--- src/rtl/adder_req_master_if.sv ---
// Operand/result bundle between the host, adder_req_master and my_adder.
// Handshake rule: a transfer happens on a rising clk edge where both valid
// and ready are high; valid must not depend on ready, and the payload must
// stay stable while valid is high and ready is low.
interface adder_req_master_if #(
    parameter int WIDTH = 4
) ();
    // host operand port
    logic             in_valid;
    logic             in_ready;
    logic [WIDTH-1:0] in_a;
    logic [WIDTH-1:0] in_b;
    // adder side
    logic [WIDTH-1:0] add_a;
    logic [WIDTH-1:0] add_b;
    logic [WIDTH-1:0] add_sum;
    logic             add_carry;
    // host result port
    logic             res_valid;
    logic             res_ready;
    logic [WIDTH-1:0] res_sum;
    logic             res_carry;
    logic             res_err;
    // status
    logic [7:0]       err_cnt;
    logic [15:0]      txn_cnt;
    logic             busy;

    modport master (
        input  in_valid, in_a, in_b, add_sum, add_carry, res_ready,
        output in_ready, add_a, add_b, res_valid, res_sum, res_carry,
               res_err, err_cnt, txn_cnt, busy
    );

    modport slave (
        output in_valid, in_a, in_b, add_sum, add_carry, res_ready,
        input  in_ready, add_a, add_b, res_valid, res_sum, res_carry,
               res_err, err_cnt, txn_cnt, busy
    );
endinterface

--- src/rtl/adder_req_master.sv ---
// Initiator for my_adder: buffers host operand pairs in a FIFO, issues one
// pair at a time, samples the adder after ADDER_LAT cycles, checks the
// result against a local sum and hands it back to the host with an error flag.
module adder_req_master #(
    parameter int WIDTH     = 4,
    parameter int DEPTH     = 4,
    parameter int ADDER_LAT = 1
) (
    input  logic                clk,
    input  logic                rst,
    adder_req_master_if.master  bus,
    output logic [1:0]          dbg_state
);
    localparam int AW    = $clog2(DEPTH);
    localparam int PW    = AW + 1;
    localparam int CNT_W = (ADDER_LAT > 0) ? $clog2(ADDER_LAT + 1) : 1;

    typedef enum logic [1:0] {
        IDLE = 2'd0,
        WAIT = 2'd1,
        HOLD = 2'd2
    } state_t;

    state_t state;
    state_t state_nxt;

    // FIFO storage; pointers carry one extra wrap bit to tell full from empty
    logic [2*WIDTH-1:0] mem [DEPTH];
    logic [PW-1:0]      wr_ptr;
    logic [PW-1:0]      rd_ptr;
    logic               fifo_full;
    logic               fifo_empty;
    logic               push;
    logic [2*WIDTH-1:0] rd_data;

    // FSM strobes
    logic pop;
    logic sample;
    logic take;

    logic [CNT_W-1:0] lat_cnt;
    logic [WIDTH-1:0] exp_a;
    logic [WIDTH-1:0] exp_b;
    logic [WIDTH:0]   exp_total;
    logic             mismatch;

    assign fifo_empty = (wr_ptr == rd_ptr);
    assign fifo_full  = (wr_ptr[AW-1:0] == rd_ptr[AW-1:0]) && (wr_ptr[AW] != rd_ptr[AW]);
    assign push       = bus.in_valid && !fifo_full;
    assign rd_data    = mem[rd_ptr[AW-1:0]];

    assign bus.in_ready = !fifo_full;
    assign bus.busy     = !fifo_empty || (state != IDLE);
    assign dbg_state    = state;

    // Reference sum is formed at WIDTH+1 bits so the carry takes part in the check
    assign exp_total = {1'b0, exp_a} + {1'b0, exp_b};
    assign mismatch  = ({bus.add_carry, bus.add_sum} != exp_total);

    // FIFO data array: written on accepted pushes only, no reset needed
    always_ff @(posedge clk) begin
        if (push) begin
            mem[wr_ptr[AW-1:0]] <= {bus.in_a, bus.in_b};
        end
    end

    // FIFO pointers; reset flushes any queued pairs
    always_ff @(posedge clk) begin
        if (rst) begin
            wr_ptr <= '0;
            rd_ptr <= '0;
        end else begin
            if (push) begin
                wr_ptr <= wr_ptr + PW'(1);
            end
            if (pop) begin
                rd_ptr <= rd_ptr + PW'(1);
            end
        end
    end

    // FSM state register
    always_ff @(posedge clk) begin
        if (rst) begin
            state <= IDLE;
        end else begin
            state <= state_nxt;
        end
    end

    // FSM next state and strobes: pop in IDLE, sample when latency expires, release on res_ready
    always_comb begin
        state_nxt = state;
        pop       = 1'b0;
        sample    = 1'b0;
        take      = 1'b0;
        case (state)
            IDLE: begin
                if (!fifo_empty) begin
                    pop       = 1'b1;
                    state_nxt = WAIT;
                end
            end
            WAIT: begin
                if (lat_cnt == '0) begin
                    sample    = 1'b1;
                    state_nxt = HOLD;
                end
            end
            HOLD: begin
                if (bus.res_ready) begin
                    take      = 1'b1;
                    state_nxt = IDLE;
                end
            end
            default: state_nxt = IDLE;
        endcase
    end

    // Issue registers and latency counter; add_a/add_b hold the last pair between transactions
    always_ff @(posedge clk) begin
        if (rst) begin
            bus.add_a <= '0;
            bus.add_b <= '0;
            exp_a     <= '0;
            exp_b     <= '0;
            lat_cnt   <= '0;
        end else begin
            if (pop) begin
                bus.add_a <= rd_data[2*WIDTH-1:WIDTH];
                bus.add_b <= rd_data[WIDTH-1:0];
                exp_a     <= rd_data[2*WIDTH-1:WIDTH];
                exp_b     <= rd_data[WIDTH-1:0];
                lat_cnt   <= CNT_W'(ADDER_LAT);
            end else if ((state == WAIT) && (lat_cnt != '0)) begin
                lat_cnt <= lat_cnt - CNT_W'(1);
            end
        end
    end

    // Result capture, host release and counters
    always_ff @(posedge clk) begin
        if (rst) begin
            bus.res_valid <= 1'b0;
            bus.res_sum   <= '0;
            bus.res_carry <= 1'b0;
            bus.res_err   <= 1'b0;
            bus.err_cnt   <= '0;
            bus.txn_cnt   <= '0;
        end else begin
            if (sample) begin
                bus.res_valid <= 1'b1;
                bus.res_sum   <= bus.add_sum;
                bus.res_carry <= bus.add_carry;
                bus.res_err   <= mismatch;
                if (mismatch && (bus.err_cnt != 8'hFF)) begin
                    bus.err_cnt <= bus.err_cnt + 8'd1;
                end
            end
            if (take) begin
                bus.res_valid <= 1'b0;
                bus.txn_cnt   <= bus.txn_cnt + 16'd1;
            end
        end
    end
endmodule
--- src/flat_wrapper.sv ---
// flat-port wrapper written by rule: the top's interface ports become plain ports
module adder_req_master_flat 
#(
    parameter int WIDTH     = 4,
    parameter int DEPTH     = 4,
    parameter int ADDER_LAT = 1
)
  (clk, rst, dbg_state, bus_in_valid, bus_in_a, bus_in_b, bus_add_sum, bus_add_carry, bus_res_ready, bus_in_ready, bus_add_a, bus_add_b, bus_res_valid, bus_res_sum, bus_res_carry, bus_res_err, bus_err_cnt, bus_txn_cnt, bus_busy);
  adder_req_master_if #(.WIDTH(WIDTH)) bus_i ();
  input  logic clk;
  input  logic rst;
  output logic [1:0] dbg_state;
  input wire logic [$bits(bus_i.in_valid)-1:0] bus_in_valid;
  input wire logic [$bits(bus_i.in_a)-1:0] bus_in_a;
  input wire logic [$bits(bus_i.in_b)-1:0] bus_in_b;
  input wire logic [$bits(bus_i.add_sum)-1:0] bus_add_sum;
  input wire logic [$bits(bus_i.add_carry)-1:0] bus_add_carry;
  input wire logic [$bits(bus_i.res_ready)-1:0] bus_res_ready;
  output wire logic [$bits(bus_i.in_ready)-1:0] bus_in_ready;
  output wire logic [$bits(bus_i.add_a)-1:0] bus_add_a;
  output wire logic [$bits(bus_i.add_b)-1:0] bus_add_b;
  output wire logic [$bits(bus_i.res_valid)-1:0] bus_res_valid;
  output wire logic [$bits(bus_i.res_sum)-1:0] bus_res_sum;
  output wire logic [$bits(bus_i.res_carry)-1:0] bus_res_carry;
  output wire logic [$bits(bus_i.res_err)-1:0] bus_res_err;
  output wire logic [$bits(bus_i.err_cnt)-1:0] bus_err_cnt;
  output wire logic [$bits(bus_i.txn_cnt)-1:0] bus_txn_cnt;
  output wire logic [$bits(bus_i.busy)-1:0] bus_busy;
  assign bus_i.in_valid = bus_in_valid;
  assign bus_i.in_a = bus_in_a;
  assign bus_i.in_b = bus_in_b;
  assign bus_i.add_sum = bus_add_sum;
  assign bus_i.add_carry = bus_add_carry;
  assign bus_i.res_ready = bus_res_ready;
  assign bus_in_ready = bus_i.in_ready;
  assign bus_add_a = bus_i.add_a;
  assign bus_add_b = bus_i.add_b;
  assign bus_res_valid = bus_i.res_valid;
  assign bus_res_sum = bus_i.res_sum;
  assign bus_res_carry = bus_i.res_carry;
  assign bus_res_err = bus_i.res_err;
  assign bus_err_cnt = bus_i.err_cnt;
  assign bus_txn_cnt = bus_i.txn_cnt;
  assign bus_busy = bus_i.busy;
  adder_req_master #(.WIDTH(WIDTH), .DEPTH(DEPTH), .ADDER_LAT(ADDER_LAT)) u_core (.clk(clk), .rst(rst), .bus(bus_i), .dbg_state(dbg_state));
endmodule
--- config.mk ---
export PLATFORM = sky130hd
export DESIGN_NAME = adder_req_master_flat
export DESIGN_NICKNAME = d
export VERILOG_FILES = /design/src/rtl/adder_req_master_if.sv /design/src/rtl/adder_req_master.sv /design/src/flat_wrapper.sv
export SDC_FILE = /design/constraint.sdc
export NUM_CORES = 1
export LEC_CHECK = 0
export CAP_MARGIN = 20
export CORE_MARGIN = 4
export CORE_UTILIZATION = 55
export DETAILED_ROUTE_END_ITERATION = 7
export GPL_ROUTABILITY_DRIVEN = 0
export PLACE_DENSITY = 0.82
export SYNTH_ARGS = -nofsm -noshare
export SYNTH_HDL_FRONTEND = slang
export SYNTH_SLANG_ARGS = --single-unit
--- constraint.sdc ---
create_clock -name clk -period 3.65 [get_ports clk]
set_input_delay 0.73 -clock clk [delete_from_list [all_inputs] [get_ports clk]]
set_output_delay 0.73 -clock clk [all_outputs]
set_load 0.05 [all_outputs]
After elaboration in Yosys (flattened, before gate mapping)
Memories as Yosys holds them, arrays and structs flattened. A register that Yosys moved wholly into a read port is not among the register bits.
Index checks and enable logic that the tools add are counted.
- logic and storage cells: 54
- memories kept: 1
- bits in writable memories: 32
- register bits: 40
- memory list (memory ; words ; bits a word ; read ports ; clocked after Yosys merged registers in ; wr ports ; line ; RTL):
    u_core.mem ; 4 ; 8 ; 1 ; 1 ; 1 ; adder_req_master.sv:28 ; logic [2*WIDTH-1:0] mem [DEPTH];
- multiplexer cells: 14
- eq/ne operators: 10
- $add $sub $neg: 6
- reduce and logical (&&, ||, !) cells: 13
- operator list (cell ; count):
    $add 16x1->16 const B ; 1
    $mux 1 ; 10
    $add 8x1->8 const B ; 1
    $ne 8x8->1 const B ; 1
    $add 3x1->3 const B ; 2
    $mux 2 ; 3
    $ne 2x2->1 const B ; 3
    $pmux 2 s3 ; 1
    $add 4x4->5 ; 1
    $ne 5x5->1 ; 1
    $logic_and 1x1->1 ; 4
    $reduce_bool 2->1 ; 2
    $eq 3x3->1 ; 1
    $reduce_and 3->1 ; 1
    $eq 2x1->1 const B ; 1
    $eq 2x2->1 ; 1
    $eq 2x2->1 const B ; 1
    $logic_not 1->1 ; 2
    $logic_not 2->1 ; 1
    $reduce_and 2->1 ; 1
    $reduce_or 2->1 ; 1
    $logic_or 1x1->1 ; 1
    $ne 1x1->1 ; 1
    $sub 1x1->1 const B ; 1

Longest topological paths before layout
Gate-level depths: netlist of the first run.
- word-level depth: 6
- mapped depth: 9
- gate-level depth less buffers: 8

Least setup slack after synthesis of the first run
OpenSTA, ideal clock, no wires.
- path kind: register to register
- start: reg, netlist name u_core.bus.add_b[0]
- end: reg u_core.bus.err_cnt[0] (netlist bit)
- arrival: 2265 ps
- clock period less this slack: 2386 ps
- path slack: 1264 ps
- stages on the path, launching flop included: 9
- data required time: 3529 ps
- setup time: 121 ps
- path through: dfxtp_1 ha_1 fa_1 a21o_1 a21oi_1 xor2_1 nand3_1 and3_2 mux2_4
- RTL lines (what ; line ; RTL):
    to (signal assigned) ; adder_req_master.sv:157 ; bus.err_cnt <= bus.err_cnt + 8'd1;
    to (decl) ; adder_req_master_if.sv:32 ; res_err, err_cnt, txn_cnt, busy

Worst setup path after layout of the first run
- start: reg u_core.rd_ptr[1]
- end: out bus_busy
- cells in the longest elaborated chain, start to end: 3
- RTL lines (what ; line ; RTL):
    from (decl) ; adder_req_master.sv:30 ; logic [PW-1:0] rd_ptr;
    from (signal assigned) ; adder_req_master.sv:77 ; rd_ptr <= rd_ptr + PW'(1);
    $eq 3x3->1 ; adder_req_master.sv:47 ; assign fifo_empty = (wr_ptr == rd_ptr);
    $logic_not 1->1 ; adder_req_master.sv:53 ; assign bus.busy = !fifo_empty || (state != IDLE);
    $logic_or 1x1->1 ; adder_req_master.sv:53 ;
    to (decl) ; flat_wrapper.sv:28 ; output wire logic [$bits(bus_i.busy)-1:0] bus_busy;
Every way passes these cells.

==> metrics.txt, run 1 <==
run status=finished clean; overall die height=87.77 um; post-synthesis cell count=300; placed cell area=0.004125 mm^2; routed via count divided by cell count=5.474; slew at the pin closest to its max-slew limit=1.041 ns; required time of the critical path=2.92 ns; Die Area=a little under 0.008 mm^2; post-DP HPWL=4577 um; antenna fix cells=0; width of the die=~88 um; initial detailed-routing violation count=143; Tot Pwr=2.848 mW; relative slew slack=30.23%; met1 capacity usage during global routing=22.74%; pin count of the biggest net entering global routing=50; fraction of met3 tracks used by global routing=3.575%; top library cells by usage in the layout, fill and taps aside=clkdlybuf4s50_1, dfxtp_1, nor2_1; number of primary I/O pins=60; post-synth cell types=45; leak pwr=1.584 nW; clock latency on the worst-skew pair=between 0.3 and 0.4 ns; Most Crowded Layer GR=met2; final hold viol count=0; area of the placeable core=slightly above 0.006 mm^2; total iterations of the first detailed-routing run=4; number of register bits inferred by synthesis=80; depth of the most critical reg-to-reg path=8; routed length per placed instance=between 10 and 15 um; Post CTS Setup Buffer Count=0; Synthesized Nets=329; Worst EP arrival=approximately 2.3 ns; kind of start point of the critical path=flip-flop; top cells by area in the synthesized netlist=dfxtp_1, edfxtp_1, mux4_2, nor2_1, ha_1; number of DRC violations after detailed routing=0; FMAX=~330 MHz; buffer levels on the longest clock path=2; CTS tree=done; mean area per synthesized cell=approximately 12 um^2; unrepaired setup endpoints after global routing=no; library cell with the largest summed area after synthesis=dfxtp_1; Max Cap Viol=0; count of vias placed by the detailed router=2414; global route total overflow=0; sequential area share after synthesis=54.92%; via count of the first global-routing pass=2383; cell count after placement=about 430; commonest non-fill, non-tap cell in the layout=clkdlybuf4s50_1; drt total wl=6462 um; number of warning messages in the yosys log=0; remaining number of nets flagged by the antenna check after routing=0; Num Clock Sinks=80; category of the critical setup timing path=flip-flop to output port; register clock-pin slew on the reported worst setup and hold paths=0.08 ns; Setup crit end kind=output port; cell area after synthesis=0.003500 mm^2; final cycle utilization of the critical path=83.62%; ratio of cells with drive above 1 in the final layout=10.38%; dominant register cell in the synthesized netlist=dfxtp_1; fin crit period=3.052 ns; critical path peak fanout=11; count of flip-flops with a built-in enable after synthesis=32; CTS resizes=0; total number of H-tree levels=3; Final Net Count=390; setup violation total in the final timing report=0; share of flip-flops with an asynchronous set or reset after synthesis=0%; placement row count=28; clock buffer count from CTS=9; Final Max Slew Viols=0; depth of the worst hold-timing path=2; final setup TNS=0 ns; Max rail drop VDD=0.0004202 V; power density cells=660.4 mW/mm^2; hold-fix buffers at CTS=0; synthesis-to-finish area growth=23.24%; setup clock skew after layout=around 0.0067 ns; input/output buffers=59; root buffer cell=clkbuf_8; global-route wire length before repair=10740 um; effective utilization at floorplan=between 50% and 60%; non-filler cells in the finished layout=441; Hold Path Class=flip-flop to flip-flop; number of fill cells in the layout=446; fraction of met2 tracks used by global routing=around 30%; antenna violations before repair=0; Yosys top cell area share=27.46%; global-route usage over all layers=between 10% and 20%; post-route cell area=0.004313 mm^2
## cell usage after synthesis (all sizes together) (5+ instances only)
master	instances
mux4	8
inv	9
dfxtp	48
or3	5
nand2	24
and3	7
nor3	5
mux2i	11
edfxtp	32
a21oi	17
nand3	10
nor2	39
xor2	13
ha	11
buf	7
xnor2	13
clkbuf	6
## final timing paths
path / startpoint / endpoint / slack [ns]
max: u_core.rd_ptr[1] / bus_busy / 0.60
min: u_core.bus.res_err / u_core.bus.res_err / 0.46
max reg2reg: u_core.bus.add_b[0] / u_core.bus.err_cnt[0] / 1.08
min reg2reg: u_core.bus.res_err / u_core.bus.res_err / 0.46
## flip-flops by register name, summed over array words and instances (netlist names)
name	cells
u_core.bus.add_a	4
u_core.bus.add_b	4
u_core.bus.err_cnt	8
u_core.bus.res_carry	1
u_core.bus.res_err	1
u_core.bus.res_sum	4
u_core.bus.res_valid	1
u_core.bus.txn_cnt	16
u_core.dbg_state	2
u_core.lat_cnt	1
u_core.mem	32
u_core.rd_ptr	3
u_core.wr_ptr	3
## critical path, stage by stage (launching register included)
cell and delay (ns):
dfxtp_1 0.30, buf_4 0.18, xor2_1 0.17, nor3b_1 0.50, nand2_1 0.11, clkdlybuf4s50_1 0.73
## cell type report
class                           count  area (um^2)  share of cell area, %
Sequential cell                    80         1922                  44.56
Clock buffer                       10        127.6                  2.959
Timing Repair Buffer               63        620.6                  14.39
Clock inverter                      6        60.06                  1.393
Inverter                            9        33.78                 0.7833
Tap cell                           75        93.84                  2.176
Multi-Input combinational cell    198         1455                  33.74
## metal layers
layer	wire length (um)	vias to the layer above
met3	325	10
met1	2908	1162
met4	111	0
li1	-	1184
met2	3116	58
met5	0	-
## stage by stage
stage / util, % / setup slack, ns / hold WS, ns
global route: 71.16 / 0.4487 / 0.4886
finish: 71.16 / 0.5979 / 0.4581
CTS: 71.16 / 0.5779 / 0.4597
floorplan: - / 1.264 / 0.4993
global placement: 68.06 / 0.9816 / 0.4426
detailed placement: 68.06 / 0.9654 / 0.4480
## cells by family after synthesis
family,count (synthesis),synth area share [%]
compound gates,34,6.293
xor+xnor,26,6.507
fa+ha+maj,12,4.505
buf+inv,22,3.646
flops,80,54.92
mux,21,9.153
simple gates,105,14.98
## where the power goes
part | switching [mW] | internal, mW
registers | 0.0953 | 1.04
logic | 0.652 | 0.436
clock network | 0.312 | 0.311
Power figures use the tool's default switching activity.
==> run 2: changes to the inputs <==
CORE_UTILIZATION = 53   (was 55)
PLACE_DENSITY = 0.8   (was 0.82)
clock period = 3 ns   (was 3.65 ns; I/O delays follow)
==> run 2 against run 1 <==
First-iteration DRC count decreased by 46%. Routed wire length is 3.6% higher. Die area up 3.4%. Combinational power up 23%. Final area grew 0.58%. Worst setup slack got worse by 0.26 ns. Register-to-register slack worse by 0.68 ns. Critical path depth is 2 lower. Power grew 25%. Sequential power rose by 22%. Clock power increased by 35%.
==> metrics.txt, run 2 (synthesis gave the netlist of run 1 again) <==
run status=finished clean (unchanged); flip-flop and latch area=0.001922 mm^2 (unchanged); Max rail drop VDD=0.0006079 V (was 0.0004202 V); top library cells by usage in the layout, fill and taps aside=clkdlybuf4s50_1, dfxtp_1, nor2_1 (unchanged); antenna fix cells=0 (unchanged); root buffer cell=clkbuf_8 (unchanged); kind of start point of the critical path=flip-flop (unchanged); count of vias placed by the detailed router=2409 (was 2414); relative contribution of sequential cells to total power=38.8% (was 39.9%); number of DRC violations after detailed routing=0 (unchanged); Hold Path Class=flip-flop to flip-flop (unchanged); fin crit period=2.659 ns; Logic pwr share=37.5% (was 38.2%); setup violation total in the final timing report=0 (unchanged); final worst hold slack=0.4594 ns (was 0.4581 ns); CTS resizes=0 (unchanged); combined area of the multi-input logic cells=0.001455 mm^2 (unchanged); via count of the first global-routing pass=2285 (was 2383); remaining number of nets flagged by the antenna check after routing=0 (unchanged); setup clock skew after layout=0.01111 ns (was 0.006688 ns); final cycle utilization of the critical path=88.63%; routed via count divided by cell count=5.438 (was 5.474); initial detailed-routing violation count=77 (was 143); Worst EP arrival=2.06 ns (was 2.32 ns); category of the critical setup timing path=flip-flop to output port (unchanged); critical path peak fanout=6 (was 11); register clock-pin slew on the reported worst setup and hold paths=0.08 ns (about the same); number of primary I/O pins=60 (unchanged); global-route wire length before repair=10870 um (was 10740 um); final setup TNS=0 ns (unchanged); FMAX=around 380 MHz; Int Power=2.266 mW (was 1.789 mW); overall die height=89.26 um (was 87.77 um); power density cells=823.4 mW/mm^2 (was 660.4 mW/mm^2); post-DP HPWL=4707 um (was 4577 um); number of fill cells in the layout=474 (was 446); Post CTS Setup Buffer Count=0 (unchanged); width of the die=89.26 um (was 87.77 um); depth of the worst hold-timing path=2 (unchanged); flip-flop count of the largest register after layout=32 (unchanged); area of the placeable core=0.006386 mm^2 (was 0.006061 mm^2); non-filler cells in the finished layout=443 (was 441); Switching Share=36.57% (was 37.17%); Net Switching=1.306 mW (was 1.059 mW); synthesis-to-finish area growth=23.95% (was 23.24%); slew at the pin closest to its max-slew limit=1.052 ns (was 1.041 ns); unrepaired setup endpoints after global routing=no (unchanged); commonest non-fill, non-tap cell in the layout=clkdlybuf4s50_1 (unchanged); antenna violations before repair=0 (unchanged); clock latency on the worst-skew pair=0.35 ns (was 0.34 ns); global route total overflow=0 (unchanged); placement row count=29 (was 28); global-route usage over all layers=18.12% (was 18.04%); total number of H-tree levels=3 (unchanged); total iterations of the first detailed-routing run=4 (unchanged); relative slew slack=29.51% (was 30.23%); Num Clock Sinks=80 (unchanged); ratio of cells with drive above 1 in the final layout=10.93% (was 10.38%); pin count of the biggest net entering global routing=50 (unchanged); buffer levels on the longest clock path=2 (unchanged); Die Area=0.007967 mm^2 (was 0.007703 mm^2); cell count after placement=427 (was 425); final hold viol count=0 (unchanged); drt total wl=6696 um (was 6462 um); Max Cap Viol=0 (unchanged); proportion of power drawn by the clock network=23.6% (was 21.9%); required time of the critical path=2.40 ns (was 2.92 ns); routed length per placed instance=15.12 um (was 14.65 um); depth of the most critical reg-to-reg path=8 (unchanged); effective utilization at floorplan=54.80% (was 57.74%); leak pwr=1.601 nW (was 1.584 nW); clock buffer count from CTS=9 (unchanged); input/output buffers=59 (unchanged); Setup crit end kind=output port (unchanged); hold-fix buffers at CTS=0 (unchanged); CTS tree=done (unchanged); Final Max Slew Viols=0 (unchanged); Final Net Count=390 (unchanged)
[run 2: power groups by stage]
stage	Sequential, mW	Clock [mW]	Combinational [mW]
after floorplan	1.70	0	0.712
after global routing	1.41	0.913	1.44
final	1.39	0.844	1.34
after global placement	1.40	0	1.31
after detailed placement	1.41	0	1.34
after CTS	1.39	0.869	1.35
[run 2: layer usage]
| layer | GRT usage, % | share of wire (%) | up-vias |
|---|---|---|---|
| met5 | 0 | 0 | - |
| met4 | 6.901 | 1.3 | 0 |
| met3 | 5.346 | 5.2 | 8 |
| met2 | 29.47 | 50 | 69 |
| met1 | 22.90 | 43 | 1148 |
| li1 | - | - | 1184 |
[run 2: path summary, 6_finish.rpt]
check                          end             startpoint  slack (ns)
max                   bus_in_ready       u_core.wr_ptr[1]        0.34
min          u_core.bus.res_sum[0]  u_core.bus.res_sum[0]        0.46
max reg2reg  u_core.bus.err_cnt[5]    u_core.bus.add_b[0]        0.40
min reg2reg  u_core.bus.res_sum[0]  u_core.bus.res_sum[0]        0.46
[run 2: final cells by class]
cell class	count	area share [%]
clock buffers	11	3.029
clock inverters	5	1.875
multi-input cells	198	33.54
repair buffers	63	14.25
inverters	9	0.7788
well taps	77	2.221
flip-flops and latches	80	44.30
[run 2: stage by stage]
stage          total power [mW]  worst slack (ns)  utilization (%)  instance area (um^2)
3_5_place_dp              2.752            0.4152            64.60                  4125
3_3_place_gp              2.716            0.5095            64.60                  4125
2_1_floorplan             2.408            0.6139                -                  3500
5_1_grt                   3.762            0.2471            67.93                  4338
4_1_cts                   3.610            0.3172            67.93                  4338
6_report                  3.572            0.3410            67.93                  4338
[run 2: critical path: stages (launching register included)]
cell and delay [ns]:
dfxtp_1 0.36, xor2_1 0.18, or3_1 0.44, clkdlybuf4s50_1 0.74
==> run 3: changes to the inputs <==
ABC_AREA = 1   (was not set)
CORE_UTILIZATION = 55   (was 53)
DONT_BUFFER_PORTS = 1   (was not set)
PLACE_DENSITY = 0.7   (was 0.8)
==> run 3 against run 2 <==
Maximum frequency is 19% higher. Clock skew is 0.0059 ns lower. Utilization is 4.5 points lower. Die area is 0.17% higher. Clock power is 12% higher. First-iteration DRC count is 110% higher. Non-clock buffer count is 45 lower. Largest cell class unchanged. Largest power group unchanged.
==> metrics.txt, run 3 <==
critical path's top delay family=flip-flops (was buffers and inverters); CTS tree=done (unchanged); post-synth cell types=36 (was 45); Post CTS Setup Buffer Count=0 (unchanged); count of buffer and inverter cells on the critical path=0 (was 1); overall die height=89.34 um (was 89.26 um); placed cell area=0.003809 mm^2 (was 0.004125 mm^2); flip-flop and latch area=0.001922 mm^2 (unchanged); global route total overflow=0 (unchanged); routed length per placed instance=14.41 um (was 15.12 um); depth of the worst hold-timing path=1 (was 2); Setup crit end kind=output port (unchanged); sequential area share after synthesis=52.82% (was 54.92%); power density cells=893.4 mW/mm^2 (was 823.4 mW/mm^2); reg2reg start=u_core.bus.add_a[0] (was u_core.bus.add_b[0]); Post-Place Setup Slack=0.8193 ns (was 0.4152 ns); Max rail drop VDD=0.0006253 V (was 0.0006079 V); critical path peak fanout=5 (was 6); crit path cell chain=nor2_1, nand4_1 (was xor2_1, or3_1, clkdlybuf4s50_1); post-synthesis cell count=412 (was 300); cell area after synthesis=0.003638 mm^2 (was 0.003500 mm^2); antenna fix cells=0 (unchanged); pin count of the biggest net entering global routing=23 (was 50); count of flip-flops with a built-in enable after synthesis=32 (unchanged); number of DRC violations after detailed routing=0 (unchanged); drt total wl=7363 um (was 6696 um); final critical-path setup slack=0.7591 ns (was 0.3410 ns); root buffer cell=clkbuf_8 (unchanged); width of the die=89.34 um (was 89.26 um); combined area of the multi-input logic cells=0.001509 mm^2 (was 0.001455 mm^2); placement row count=29 (unchanged); FMAX=446.2 MHz (was 376.1 MHz); kind of start point of the critical path=flip-flop (unchanged); Worst EP arrival=1.64 ns (was 2.06 ns); buffer levels on the longest clock path=2 (unchanged); top cells by area in the synthesized netlist=dfxtp_1, edfxtp_1, nor2_1, nand2_1, o21ai_0 (was dfxtp_1, edfxtp_1, mux4_2, nor2_1, ha_1); total number of H-tree levels=3 (unchanged); unrepaired setup endpoints after global routing=no (unchanged); Hold Path Class=primary input to flip-flop (was flip-flop to flip-flop); CTS resizes=0 (unchanged); number of register bits inferred by synthesis=80 (unchanged); Synthesized Nets=441 (was 329); effective utilization at floorplan=56.97% (was 54.80%); count of vias placed by the detailed router=2727 (was 2409); hold-fix buffers at CTS=0 (unchanged); Hold Startpoint=rst (was u_core.bus.res_sum[0]); number of warning messages in the yosys log=0 (unchanged); dominant register cell in the synthesized netlist=dfxtp_1 (unchanged); library cell with the largest summed area after synthesis=dfxtp_1 (unchanged); global-route wire length before repair=11950 um (was 10870 um); via count of the first global-routing pass=2468 (was 2285); mean area per synthesized cell=8.831 um^2 (was 11.67 um^2); initial detailed-routing violation count=158 (was 77); fin crit period=2.241 ns (was 2.659 ns); final setup TNS=0 ns (unchanged); input/output buffers=0 (was 59); most frequent cell after synthesis=nor2_1 (was dfxtp_1); register clock-pin slew on the reported worst setup and hold paths=0.08 ns (about the same); flip-flop count of the largest register after layout=32 (unchanged); Final Max Slew Viols=0 (unchanged); ratio of cells with drive above 1 in the final layout=11.98% (was 10.93%); commonest non-fill, non-tap cell in the layout=nor2_1 (was clkdlybuf4s50_1); top library cells by usage in the layout, fill and taps aside=nor2_1, nand2_1, dfxtp_1 (was clkdlybuf4s50_1, dfxtp_1, nor2_1); share of flip-flops with an asynchronous set or reset after synthesis=0% (unchanged); remaining number of nets flagged by the antenna check after routing=0 (unchanged); Yosys top cell area share=26.41% (was 27.46%); slew at the pin closest to its max-slew limit=0.7536 ns (was 1.052 ns); final hold viol count=0 (unchanged); depth of the most critical reg-to-reg path=13 (was 8); relative slew slack=49.57% (was 29.51%); run status=finished clean (unchanged); reg2reg setup slack=0.82 ns (was 0.40 ns); clock latency on the worst-skew pair=0.35 ns (about the same); Max Cap Viol=0 (unchanged); area of the placeable core=0.006386 mm^2 (unchanged); synthesis-to-finish area growth=11.38% (was 23.95%); routed via count divided by cell count=5.337 (was 5.438); r2r endpoint=u_core.bus.err_cnt[4] (was u_core.bus.err_cnt[5]); setup clock skew after layout=0.005165 ns (was 0.01111 ns); Die Area=0.007981 mm^2 (was 0.007967 mm^2); number of fill cells in the layout=547 (was 474); post-route cell area=0.004053 mm^2 (was 0.004338 mm^2); number of primary I/O pins=60 (unchanged); delay of the slowest critical-path stage=0.72 ns (was 0.74 ns); master of the slowest instance on the critical path=dfxtp_1 (was clkdlybuf4s50_1); setup violation total in the final timing report=0 (unchanged); required time of the critical path=2.40 ns (about the same); leak pwr=1.620 nW (was 1.601 nW); synth cell count leaders=nor2_1, nand2_1, dfxtp_1 (was dfxtp_1, nor2_1, edfxtp_1); antenna violations before repair=0 (unchanged); category of the critical setup timing path=flip-flop to output port (unchanged); Num Clock Sinks=80 (unchanged); final worst hold slack=0.3122 ns (was 0.4594 ns); final cycle utilization of the critical path=74.70% (was 88.63%); sink of the worst hold path=u_core.bus.err_cnt[1] (was u_core.bus.res_sum[0]); clock buffer count from CTS=9 (unchanged); post-DP HPWL=5090 um (was 4707 um); Final Net Count=458 (was 390); Post-Route Utilization=63.46% (was 67.93%); global-route usage over all layers=19.70% (was 18.12%); total iterations of the first detailed-routing run=4 (unchanged)
-- run 3: cell types whose count changed after synthesis, sizes merged, moves of 9 or more --
cell	before	now
nand3	10	19
inv	9	38
nor2	39	72
a21oi	17	29
o21ai	4	40
mux2i	11	0
nand2	24	69
-- run 3: power breakdown --
| group | leakage [nW] | internal [mW] | switching (mW) |
|---|---|---|---|
| sequential | 0.685 | 1.28 | 0.277 |
| combinational | 0.819 | 0.334 | 0.782 |
| clock | 0.116 | 0.553 | 0.395 |
| total | 1.62 | 2.17 | 1.45 |
-- run 3: cell type report --
class	count	area share, %
sequential	80	47.42
multi-input combinational	281	37.23
inverter	39	3.612
timing repair buffer	18	3.334
clock buffer	9	3.057
clock inverter	7	2.964
tap	77	2.377
-- run 3: logic make-up after synthesis --
| logic type | share of synthesized area, % |
|---|---|
| adders and majority gates | 4.333 |
| buffers and inverters | 5.708 |
| xor gates and xnor gates | 3.060 |
| and+or+nand+nor | 22.80 |
| DFF | 52.82 |
| AOI/OAI and AO/OA | 11.28 |
-- run 3: worst max-delay path by stage --
stage	startpoint	slack, ns	cells past startpoint	endpoint
6_report	u_core.dbg_state[0]	0.76	2	bus_busy
5_1_grt	u_core.bus.add_a[0]	0.57	13	u_core.bus.err_cnt[5]
4_1_cts	u_core.dbg_state[0]	0.74	2	bus_busy
3_5_place_dp	u_core.bus.add_a[0]	0.82	13	u_core.bus.err_cnt[4]
3_3_place_gp	u_core.bus.add_a[0]	0.89	14	u_core.bus.err_cnt[0]
2_1_floorplan	u_core.bus.add_a[0]	0.84	12	u_core.bus.err_cnt[0]
-- run 3: routing by layer --
metal	vias to the layer above	GRT usage (%)	wire length [um]
met2	70	29.54	3302
met5	-	0	0
met4	0	6.766	80
li1	1410	-	-
met1	1242	26.96	3414
met3	5	6.359	565
-- run 3: stage by stage --
step	cells	total power [mW]
global placement	495	2.678
detailed placement	495	2.701
finish	511	3.620
global route	511	3.863
floorplan	412	2.449
CTS	511	3.644
